**config.mk**
```make
export PLATFORM = sky130hd
export DESIGN_NAME = color_sense_multi
export DESIGN_NICKNAME = d
export VERILOG_FILES = /design/src/rtl/color_sense_pkg.sv /design/src/rtl/freq_edge_sync.sv /design/src/rtl/color_sense_multi.sv
export SDC_FILE = /design/constraint.sdc
export NUM_CORES = 1
export LEC_CHECK = 0
export BUFFER_PORTS_ARGS = -buffer_cell sky130_fd_sc_hd__clkbuf_2
export CORE_ASPECT_RATIO = 0.6
export CORE_MARGIN = 2
export CORE_UTILIZATION = 40
export CTS_CLUSTER_SIZE = 8
export DETAILED_ROUTE_END_ITERATION = 16
export PLACE_DENSITY = 0.66
export SYNTH_ARGS = -nofsm -noshare
export SYNTH_HDL_FRONTEND = slang
export SYNTH_HIERARCHICAL = 1
export SYNTH_SLANG_ARGS = --single-unit
```
**constraint.sdc**
```tcl
create_clock -name clk -period 4.58 [get_ports clk]
set_input_delay 0.458 -clock clk [delete_from_list [all_inputs] [get_ports clk]]
set_output_delay 0.458 -clock clk [all_outputs]
set_load 0.02 [all_outputs]
```
**src/rtl/color_sense_pkg.sv**
```systemverilog
// ---------------------------------------------------------------------------
// color_sense_pkg
// Shared types and constants for the multi-channel colour sensor sequencer:
//   - state_t   : frame sequencer states
//   - color_t   : published colour codes (0 none, 1 red, 2 green, 3 blue)
//   - filter_t  : s2/s3 filter-select pair, plus one encoding per channel
//   - NUM_CH    : number of measured channels
//   - filter_for(): filter pair driven while the sequencer is in a state
//   - max_int() : constant helper for counter sizing
// ---------------------------------------------------------------------------
package color_sense_pkg;

  localparam int NUM_CH = 3;

  typedef enum logic [2:0] {
    ST_IDLE   = 3'd0,
    ST_SET_R  = 3'd1,
    ST_MEAS_R = 3'd2,
    ST_SET_G  = 3'd3,
    ST_MEAS_G = 3'd4,
    ST_SET_B  = 3'd5,
    ST_MEAS_B = 3'd6,
    ST_DECIDE = 3'd7
  } state_t;

  typedef enum logic [2:0] {
    COLOR_NONE  = 3'd0,
    COLOR_RED   = 3'd1,
    COLOR_GREEN = 3'd2,
    COLOR_BLUE  = 3'd3
  } color_t;

  typedef struct packed {
    logic s2;
    logic s3;
  } filter_t;

  localparam filter_t FILT_RED   = '{s2: 1'b0, s3: 1'b0};
  localparam filter_t FILT_GREEN = '{s2: 1'b1, s3: 1'b1};
  localparam filter_t FILT_BLUE  = '{s2: 1'b0, s3: 1'b1};
  localparam filter_t FILT_CLEAR = '{s2: 1'b1, s3: 1'b0};

  function automatic filter_t filter_for(input state_t st);
    case (st)
      ST_SET_R, ST_MEAS_R: filter_for = FILT_RED;
      ST_SET_G, ST_MEAS_G: filter_for = FILT_GREEN;
      ST_SET_B, ST_MEAS_B: filter_for = FILT_BLUE;
      default:             filter_for = FILT_CLEAR;
    endcase
  endfunction

  function automatic int max_int(input int a, input int b);
    return (a > b) ? a : b;
  endfunction

endpackage

```
**src/rtl/freq_edge_sync.sv**
```systemverilog
// ---------------------------------------------------------------------------
// freq_edge_sync
// Brings the asynchronous sensor frequency output into the clk domain with a
// 2-flop synchroniser and produces a one-cycle pulse per synchronised rising
// edge.
//   clk      in  system clock
//   rst_n    in  asynchronous active-low reset
//   async_in in  asynchronous input (sensor c_out)
//   edge_out out one-cycle pulse on each synchronised 0->1 transition
// ---------------------------------------------------------------------------
module freq_edge_sync (
  input  logic clk,
  input  logic rst_n,
  input  logic async_in,
  output logic edge_out
);

  logic meta;
  logic sync;
  logic sync_d;

  // NOTE: registers use non-blocking assignments so every flop samples the
  // pre-edge value of its neighbour; blocking here would collapse the chain.
  always_ff @(posedge clk or negedge rst_n) begin
    if (!rst_n) begin
      meta   <= 1'b0;
      sync   <= 1'b0;
      sync_d <= 1'b0;
    end else begin
      meta   <= async_in;
      sync   <= meta;
      sync_d <= sync;
    end
  end

  assign edge_out = sync & ~sync_d;

endmodule

```
**src/rtl/color_sense_multi.sv**
```systemverilog
// ---------------------------------------------------------------------------
// color_sense_multi
// Sequences a TCS3200-style colour sensor through red, green and blue
// filters. Each channel gets SETTLE discarded cycles followed by a WINDOW-
// cycle measurement in which synchronised c_out rising edges are counted
// (saturating at 2^CNT_W-1). After blue, one DECIDE cycle picks the in-band
// channel with the highest count (ties to red, then green); results publish
// the following cycle with a one-cycle color_valid strobe.
//
// Ports:
//   clk, rst_n          system clock, asynchronous active-low reset
//   en                  start/continue frames, sampled only in IDLE
//   c_out               sensor frequency output (asynchronous)
//   s2, s3              filter selects (idle/clear = 1,0)
//   color               0 none, 1 red, 2 green, 3 blue; held between frames
//   color_valid         one-cycle pulse when color/counts update
//   r/g/b_count         counts of the last completed frame
//   sat                 some channel saturated in the last frame
//
// Build option: define COLOR_SENSE_HYST_EN to only let a classification
// reach color when two consecutive frames agree on it.
// ---------------------------------------------------------------------------
module color_sense_multi
  import color_sense_pkg::*;
#(
  parameter int WINDOW = 300,
  parameter int SETTLE = 4,
  parameter int CNT_W  = 9,
  parameter int R_LO   = 25,
  parameter int R_HI   = 120,
  parameter int G_LO   = 25,
  parameter int G_HI   = 120,
  parameter int B_LO   = 25,
  parameter int B_HI   = 120
) (
  input  logic             clk,
  input  logic             rst_n,
  input  logic             en,
  input  logic             c_out,
  output logic             s2,
  output logic             s3,
  output logic [2:0]       color,
  output logic             color_valid,
  output logic [CNT_W-1:0] r_count,
  output logic [CNT_W-1:0] g_count,
  output logic [CNT_W-1:0] b_count,
  output logic             sat
);

  localparam int WC_W = $clog2(max_int(WINDOW, SETTLE) + 1);
  localparam logic [WC_W-1:0]  SETTLE_LAST = WC_W'(SETTLE - 1);
  localparam logic [WC_W-1:0]  WINDOW_LAST = WC_W'(WINDOW - 1);
  localparam logic [CNT_W-1:0] CNT_MAX     = '1;

  state_t           state;
  state_t           state_nxt;
  logic [WC_W-1:0]  wcnt;
  logic [WC_W-1:0]  wcnt_nxt;
  logic [CNT_W-1:0] ecnt;
  logic [CNT_W-1:0] ecnt_nxt;
  logic [CNT_W-1:0] ecnt_add;
  logic             ovf;
  logic             sat_acc;
  logic             sat_acc_nxt;
  logic [CNT_W-1:0] stage_r;
  logic [CNT_W-1:0] stage_g;
  logic [CNT_W-1:0] stage_b;
  filter_t          filt;
  color_t           color_q;
  color_t           dec_color;
  logic [CNT_W-1:0] best_cnt;
  logic             in_set;
  logic             in_meas;
  logic             phase_last;
  logic             edge_pulse;
`ifdef COLOR_SENSE_HYST_EN
  color_t           prev_raw;
`endif

  freq_edge_sync u_sync (
    .clk      (clk),
    .rst_n    (rst_n),
    .async_in (c_out),
    .edge_out (edge_pulse)
  );

  function automatic logic in_band(input logic [CNT_W-1:0] c, input int lo, input int hi);
    return (int'(c) > lo) && (int'(c) < hi);
  endfunction

  assign in_set     = (state == ST_SET_R) || (state == ST_SET_G) || (state == ST_SET_B);
  assign in_meas    = (state == ST_MEAS_R) || (state == ST_MEAS_G) || (state == ST_MEAS_B);
  assign phase_last = in_set ? (wcnt == SETTLE_LAST) : (wcnt == WINDOW_LAST);

  // NOTE: every signal written in an always_comb gets a default first, so no
  // path through the case statements can leave it unassigned and infer a latch.
  always_comb begin
    state_nxt = state;
    case (state)
      ST_IDLE:   if (en) state_nxt = ST_SET_R;
      ST_SET_R:  if (phase_last) state_nxt = ST_MEAS_R;
      ST_MEAS_R: if (phase_last) state_nxt = ST_SET_G;
      ST_SET_G:  if (phase_last) state_nxt = ST_MEAS_G;
      ST_MEAS_G: if (phase_last) state_nxt = ST_SET_B;
      ST_SET_B:  if (phase_last) state_nxt = ST_MEAS_B;
      ST_MEAS_B: if (phase_last) state_nxt = ST_DECIDE;
      ST_DECIDE: state_nxt = ST_IDLE;
      default:   state_nxt = ST_IDLE;
    endcase
  end

  // Window counter runs 0..SETTLE-1 or 0..WINDOW-1 inside a phase and is
  // parked at zero elsewhere; it never wraps on its own.
  always_comb begin
    wcnt_nxt = '0;
    if ((in_set || in_meas) && !phase_last) wcnt_nxt = wcnt + 1'b1;
  end

  // Edge counter: only advances while measuring, clamps at all-ones and flags
  // the dropped edge. ecnt_add already includes an edge seen on the last
  // measurement cycle, which is what gets staged.
  always_comb begin
    ecnt_add = ecnt;
    ovf      = 1'b0;
    if (in_meas && edge_pulse) begin
      if (ecnt == CNT_MAX) ovf = 1'b1;
      else                 ecnt_add = ecnt + 1'b1;
    end
    ecnt_nxt    = (in_meas && !phase_last) ? ecnt_add : '0;
    sat_acc_nxt = (state == ST_IDLE) ? 1'b0 : (sat_acc | ovf);
  end

  // Best in-band channel; strict '>' keeps the earlier (lower-code) channel
  // on ties.
  always_comb begin
    dec_color = COLOR_NONE;
    best_cnt  = '0;
    if (in_band(stage_r, R_LO, R_HI)) begin
      dec_color = COLOR_RED;
      best_cnt  = stage_r;
    end
    if (in_band(stage_g, G_LO, G_HI) && (dec_color == COLOR_NONE || stage_g > best_cnt)) begin
      dec_color = COLOR_GREEN;
      best_cnt  = stage_g;
    end
    if (in_band(stage_b, B_LO, B_HI) && (dec_color == COLOR_NONE || stage_b > best_cnt)) begin
      dec_color = COLOR_BLUE;
      best_cnt  = stage_b;
    end
  end

  // NOTE: the three staging registers are reset along with everything else;
  // they are a handful of flops, not a RAM, so the reset costs nothing and
  // keeps DECIDE deterministic.
  always_ff @(posedge clk or negedge rst_n) begin
    if (!rst_n) begin
      state       <= ST_IDLE;
      wcnt        <= '0;
      ecnt        <= '0;
      sat_acc     <= 1'b0;
      stage_r     <= '0;
      stage_g     <= '0;
      stage_b     <= '0;
      filt        <= FILT_CLEAR;
      color_q     <= COLOR_NONE;
      color_valid <= 1'b0;
      r_count     <= '0;
      g_count     <= '0;
      b_count     <= '0;
      sat         <= 1'b0;
`ifdef COLOR_SENSE_HYST_EN
      prev_raw    <= COLOR_NONE;
`endif
    end else begin
      state       <= state_nxt;
      wcnt        <= wcnt_nxt;
      ecnt        <= ecnt_nxt;
      sat_acc     <= sat_acc_nxt;
      // Registered from the next state so s2/s3 are glitch-free and line up
      // exactly with the state they belong to.
      filt        <= filter_for(state_nxt);
      color_valid <= (state == ST_DECIDE);

      if (in_meas && phase_last) begin
        case (state)
          ST_MEAS_R: stage_r <= ecnt_add;
          ST_MEAS_G: stage_g <= ecnt_add;
          default:   stage_b <= ecnt_add;
        endcase
      end

      if (state == ST_DECIDE) begin
        r_count <= stage_r;
        g_count <= stage_g;
        b_count <= stage_b;
        sat     <= sat_acc;
`ifdef COLOR_SENSE_HYST_EN
        prev_raw <= dec_color;
        if (dec_color == prev_raw) color_q <= dec_color;
`else
        color_q <= dec_color;
`endif
      end
    end
  end

  assign s2    = filt.s2;
  assign s3    = filt.s3;
  assign color = color_q;

endmodule

```
==> flow_summary.rst <==
.. list-table::
   :header-rows: 1

   * - Metric
     - Value
   * - Required time of the worst setup path
     - 4.81 ns
   * - Routed WL per cell
     - 16.0 um
   * - DR DRC count
     - 0
   * - Count of buffers inserted at the top-level ports
     - 36
   * - Overflow after GRT
     - 0
   * - Final total negative setup slack
     - 0 ns
   * - Commonest cells after routing, fill and taps aside
     - sky130_fd_sc_hd__nand2_1 (90), sky130_fd_sc_hd__dfrtp_1 (84), sky130_fd_sc_hd__clkbuf_2 (35), sky130_fd_sc_hd__mux2_2 (33), sky130_fd_sc_hd__ha_1 (24)
   * - Antenna cells
     - 0
   * - Max Transition Viols Final
     - 0
   * - Standby leakage power
     - roughly 2.4 nW
   * - DP Worst Slack
     - 0.226 ns
   * - Final setup violation count
     - 0
   * - Total of warnings raised by yosys
     - 6
   * - Final worst path period need
     - roughly 4.2 ns
   * - Post-route total power
     - between 0.002 and 0.0025 W
   * - CTS tree
     - built
   * - Final WL
     - roughly 9.4 mm
   * - Detailed-router iteration count before antenna repair
     - 4
   * - H-Tree Depth
     - 3
   * - Nature of the critical path endpoint
     - flop
   * - Via density per instance
     - roughly 5.2
   * - Status
     - finished, final reports clean
   * - Root Buffer Master
     - sky130_fd_sc_hd__clkbuf_16
   * - Share of the yosys chip area belonging to registers
     - about half
   * - # rows
     - 29
   * - Synth Area per Inst
     - between 10 and 15 um2
   * - Launching element type of the critical path
     - flop
   * - Crit Path Max Fanout
     - 8
   * - Number of register bits inferred by synthesis
     - 85
   * - Slack of the worst reg-to-reg path
     - 0.42 ns
   * - Via count
     - 3040
   * - Number of enable-type register cells in the synthesized netlist
     - 0
   * - Number of distinct library cells after synthesis
     - 54
   * - Routability Congestion
     - between 0.8 and 0.9
   * - P per Cell Area
     - 419 nW/um2
   * - Wire length of the first global-routing pass
     - between 15 and 20 mm
   * - Synth Flop Type
     - sky130_fd_sc_hd__dfrtp_1
   * - Die ar.
     - 11500 um2
   * - Post-synth top area share
     - 49.6%
   * - Pin count of the biggest net entering global routing
     - 86
   * - Gate count after technology mapping
     - 406
   * - GR Util All Layers
     - 17.7%
   * - Fraction of registers with async set/reset
     - between 90% and 100%
   * - Die boundary height
     - 83.8 um
   * - Post-synth design cell area
     - 4240 um2
   * - Initial cell density of the core
     - 40.6%
   * - I/O pin count
     - 38
   * - Unrepaired setup endpoints after global routing
     - false
   * - Number of nets in the layout
     - 474
   * - TritonCTS buffer count
     - 9
   * - Relative slew slack
     - 27.4%
   * - Tcrit/Tclk final
     - 90.9%
   * - Number of instances in the placed design
     - 573
   * - Die width
     - 137 um
   * - Type of the worst min-delay path
     - input pin to flop
   * - Cells taking the most area after synthesis
     - sky130_fd_sc_hd__dfrtp_1 (50%), sky130_fd_sc_hd__mux2_2 (8.8%), sky130_fd_sc_hd__nand2_1 (8.0%), sky130_fd_sc_hd__ha_1 (7.1%), sky130_fd_sc_hd__nor2_1 (2.0%)
   * - Clock Skew
     - about 0.0055 ns
   * - Placeable core area
     - between 10000 and 15000 um2
   * - Via count of the first global-routing pass
     - 2964
   * - Max_cap viols
     - 0
   * - Post-CTS Hold Fix Bufs
     - 0
   * - Final standard cell count with taps included and fillers excluded
     - ~590
   * - Cell type with the largest total area after synthesis
     - sky130_fd_sc_hd__dfrtp_1
   * - Data arrival, critical path
     - 4.39 ns
   * - Number of buffers between clock root and the deepest sink
     - 2
   * - Area overhead of the layout relative to synthesis
     - 15.1%
   * - # fillers
     - ~1000
   * - Type of the setup path with the least slack
     - flop to flop
   * - IR drop worst, VDD
     - 197 uV
   * - Initial antenna violation count
     - 0
   * - DR iter-0 viols
     - 312
   * - Clock transition at path regs
     - 0.06 ns
   * - Clock insertion delay at the later pin of the skew report
     - 0.34 ns
   * - Number of nets still failing antenna checks after routing
     - 0
   * - Final core utilization
     - 46.7%
   * - Leading cell type in the layout, fill and taps excluded
     - sky130_fd_sc_hd__nand2_1
   * - Number of hold-slack violations in the final timing report
     - 0
   * - Post-detailed-placement half-perimeter wirelength
     - 6.68 mm
   * - Ratio of cells with drive above 1 in the final layout
     - 21.8%
   * - Transition at the pin with the smallest max-transition slack
     - 1.09 ns
   * - Maximum clock frequency
     - 240 MHz
   * - Final critical-path setup slack
     - around 0.42 ns
   * - Sinks on Clock Net
     - 85
## worst max-delay path, stage by stage, from the launching register on
cell                       delay [ns]
sky130_fd_sc_hd__dfrtp_1         0.43
sky130_fd_sc_hd__o211a_1         0.23
sky130_fd_sc_hd__o31ai_1         0.36
sky130_fd_sc_hd__nor3_4          0.12
sky130_fd_sc_hd__buf_4           0.18
sky130_fd_sc_hd__and2_1          0.17
sky130_fd_sc_hd__ha_1            0.17
sky130_fd_sc_hd__or3_1           0.36
sky130_fd_sc_hd__o2111a_1        0.19
sky130_fd_sc_hd__o22ai_4         0.29
sky130_fd_sc_hd__mux2_2          0.40
sky130_fd_sc_hd__ha_1            0.31
sky130_fd_sc_hd__a211oi_1        0.21
sky130_fd_sc_hd__o211ai_1        0.12
sky130_fd_sc_hd__nor2_1          0.09
sky130_fd_sc_hd__nor3_1          0.07
sky130_fd_sc_hd__o32a_1          0.37
## where the power goes
group | internal, W | switching [W]
Combinational | 0.000161 | 0.000259
Clock | 0.000449 | 0.000286
Sequential | 0.000816 | 0.0000763
Total | 0.00143 | 0.000621
## synthesized netlist by cell type (4+ instances only)
master and n:
sky130_fd_sc_hd__nand4_1 7, sky130_fd_sc_hd__nor2_1 23, sky130_fd_sc_hd__inv_1 13, sky130_fd_sc_hd__o21ai_0 11, sky130_fd_sc_hd__xor2_1 7, sky130_fd_sc_hd__nor3_1 8, sky130_fd_sc_hd__nand3_1 9, sky130_fd_sc_hd__mux2_2 33
sky130_fd_sc_hd__nor2b_1 8, sky130_fd_sc_hd__a21oi_1 11, sky130_fd_sc_hd__nand2_1 90, sky130_fd_sc_hd__clkbuf_1 8, sky130_fd_sc_hd__or3_1 4, sky130_fd_sc_hd__dfrtp_1 84, sky130_fd_sc_hd__ha_1 24, sky130_fd_sc_hd__o21a_1 4
sky130_fd_sc_hd__xnor2_1 6
## state kept, by name, indices dropped and copies added, names as in the netlist
signal	count
stage_b	9
sat	1
r_count	9
stage_g	9
stage_r	9
u_sync/meta	1
u_sync/sync_d	1
s2	1
s3	1
u_sync/sync	1
wcnt	9
color	2
state	3
ecnt	9
g_count	9
b_count	9
color_valid	1
sat_acc	1
## cell families (layout without fill, tap and decap cells)
family / count (synthesis) / count (layout) / synth area share (%)
and+or+nand+nor: 173 / 173 / 19.7
DFF: 85 / 85 / 50.2
buffers and inverters: 27 / 68 / 2.74
muxes: 34 / 34 / 9.29
AOI/OAI and AO/OA: 48 / 48 / 8.14
adders and majority gates: 24 / 24 / 7.08
xor gates and xnor gates: 13 / 13 / 2.68
other: 2 / 5 / 0.177
## worst paths after layout
path / to / cells after the start / from
max: color[0] / 16 / stage_r[2]
min: u_sync/meta / 1 / c_out
max reg2reg: color[0] / 16 / stage_r[2]
min reg2reg: u_sync/sync / 0 / u_sync/meta
max in group asynchronous: ecnt[1] / 1 / rst_n
min in group asynchronous: g_count[8] / 1 / rst_n
## per-stage QoR
stage	hold slack, ns	cell area (um2)
after floorplan	0.162	4250
after global placement	0.334	4560
after detailed placement	0.336	4560
after CTS	0.213	4860
after global routing	0.220	4880
final	0.225	4880
## timing repair
| item | 4_1_cts | 5_1_grt |
|---|---|---|
| endpoints found under the setup margin | 0 | 2 |
| setup buffers | 0 | 1 |
| gates resized for setup | 0 | 2 |
## area by class of cell
class                   count  area (um2)  share of cell area (%)
well taps                 139         174                    3.56
inverters                  14        52.6                    1.08
clock inverters             3        45.0                   0.922
flip-flops and latches     85        2130                    43.6
clock buffers              12         256                    5.25
repair buffers             39         205                    4.20
multi-input cells         297        2020                    41.4
## per-layer routing
layer,global-route usage [%],vias up,share of wire (%),wire [um]
met2,24.1,87,40,3780
li1,-,1478,-,-
met1,26.4,1459,51,4800
met4,6.09,0,1.6,151
met5,0,-,0,0
met3,5.40,16,7.1,672
No activity file was read; power rests on OpenSTA's default activity.
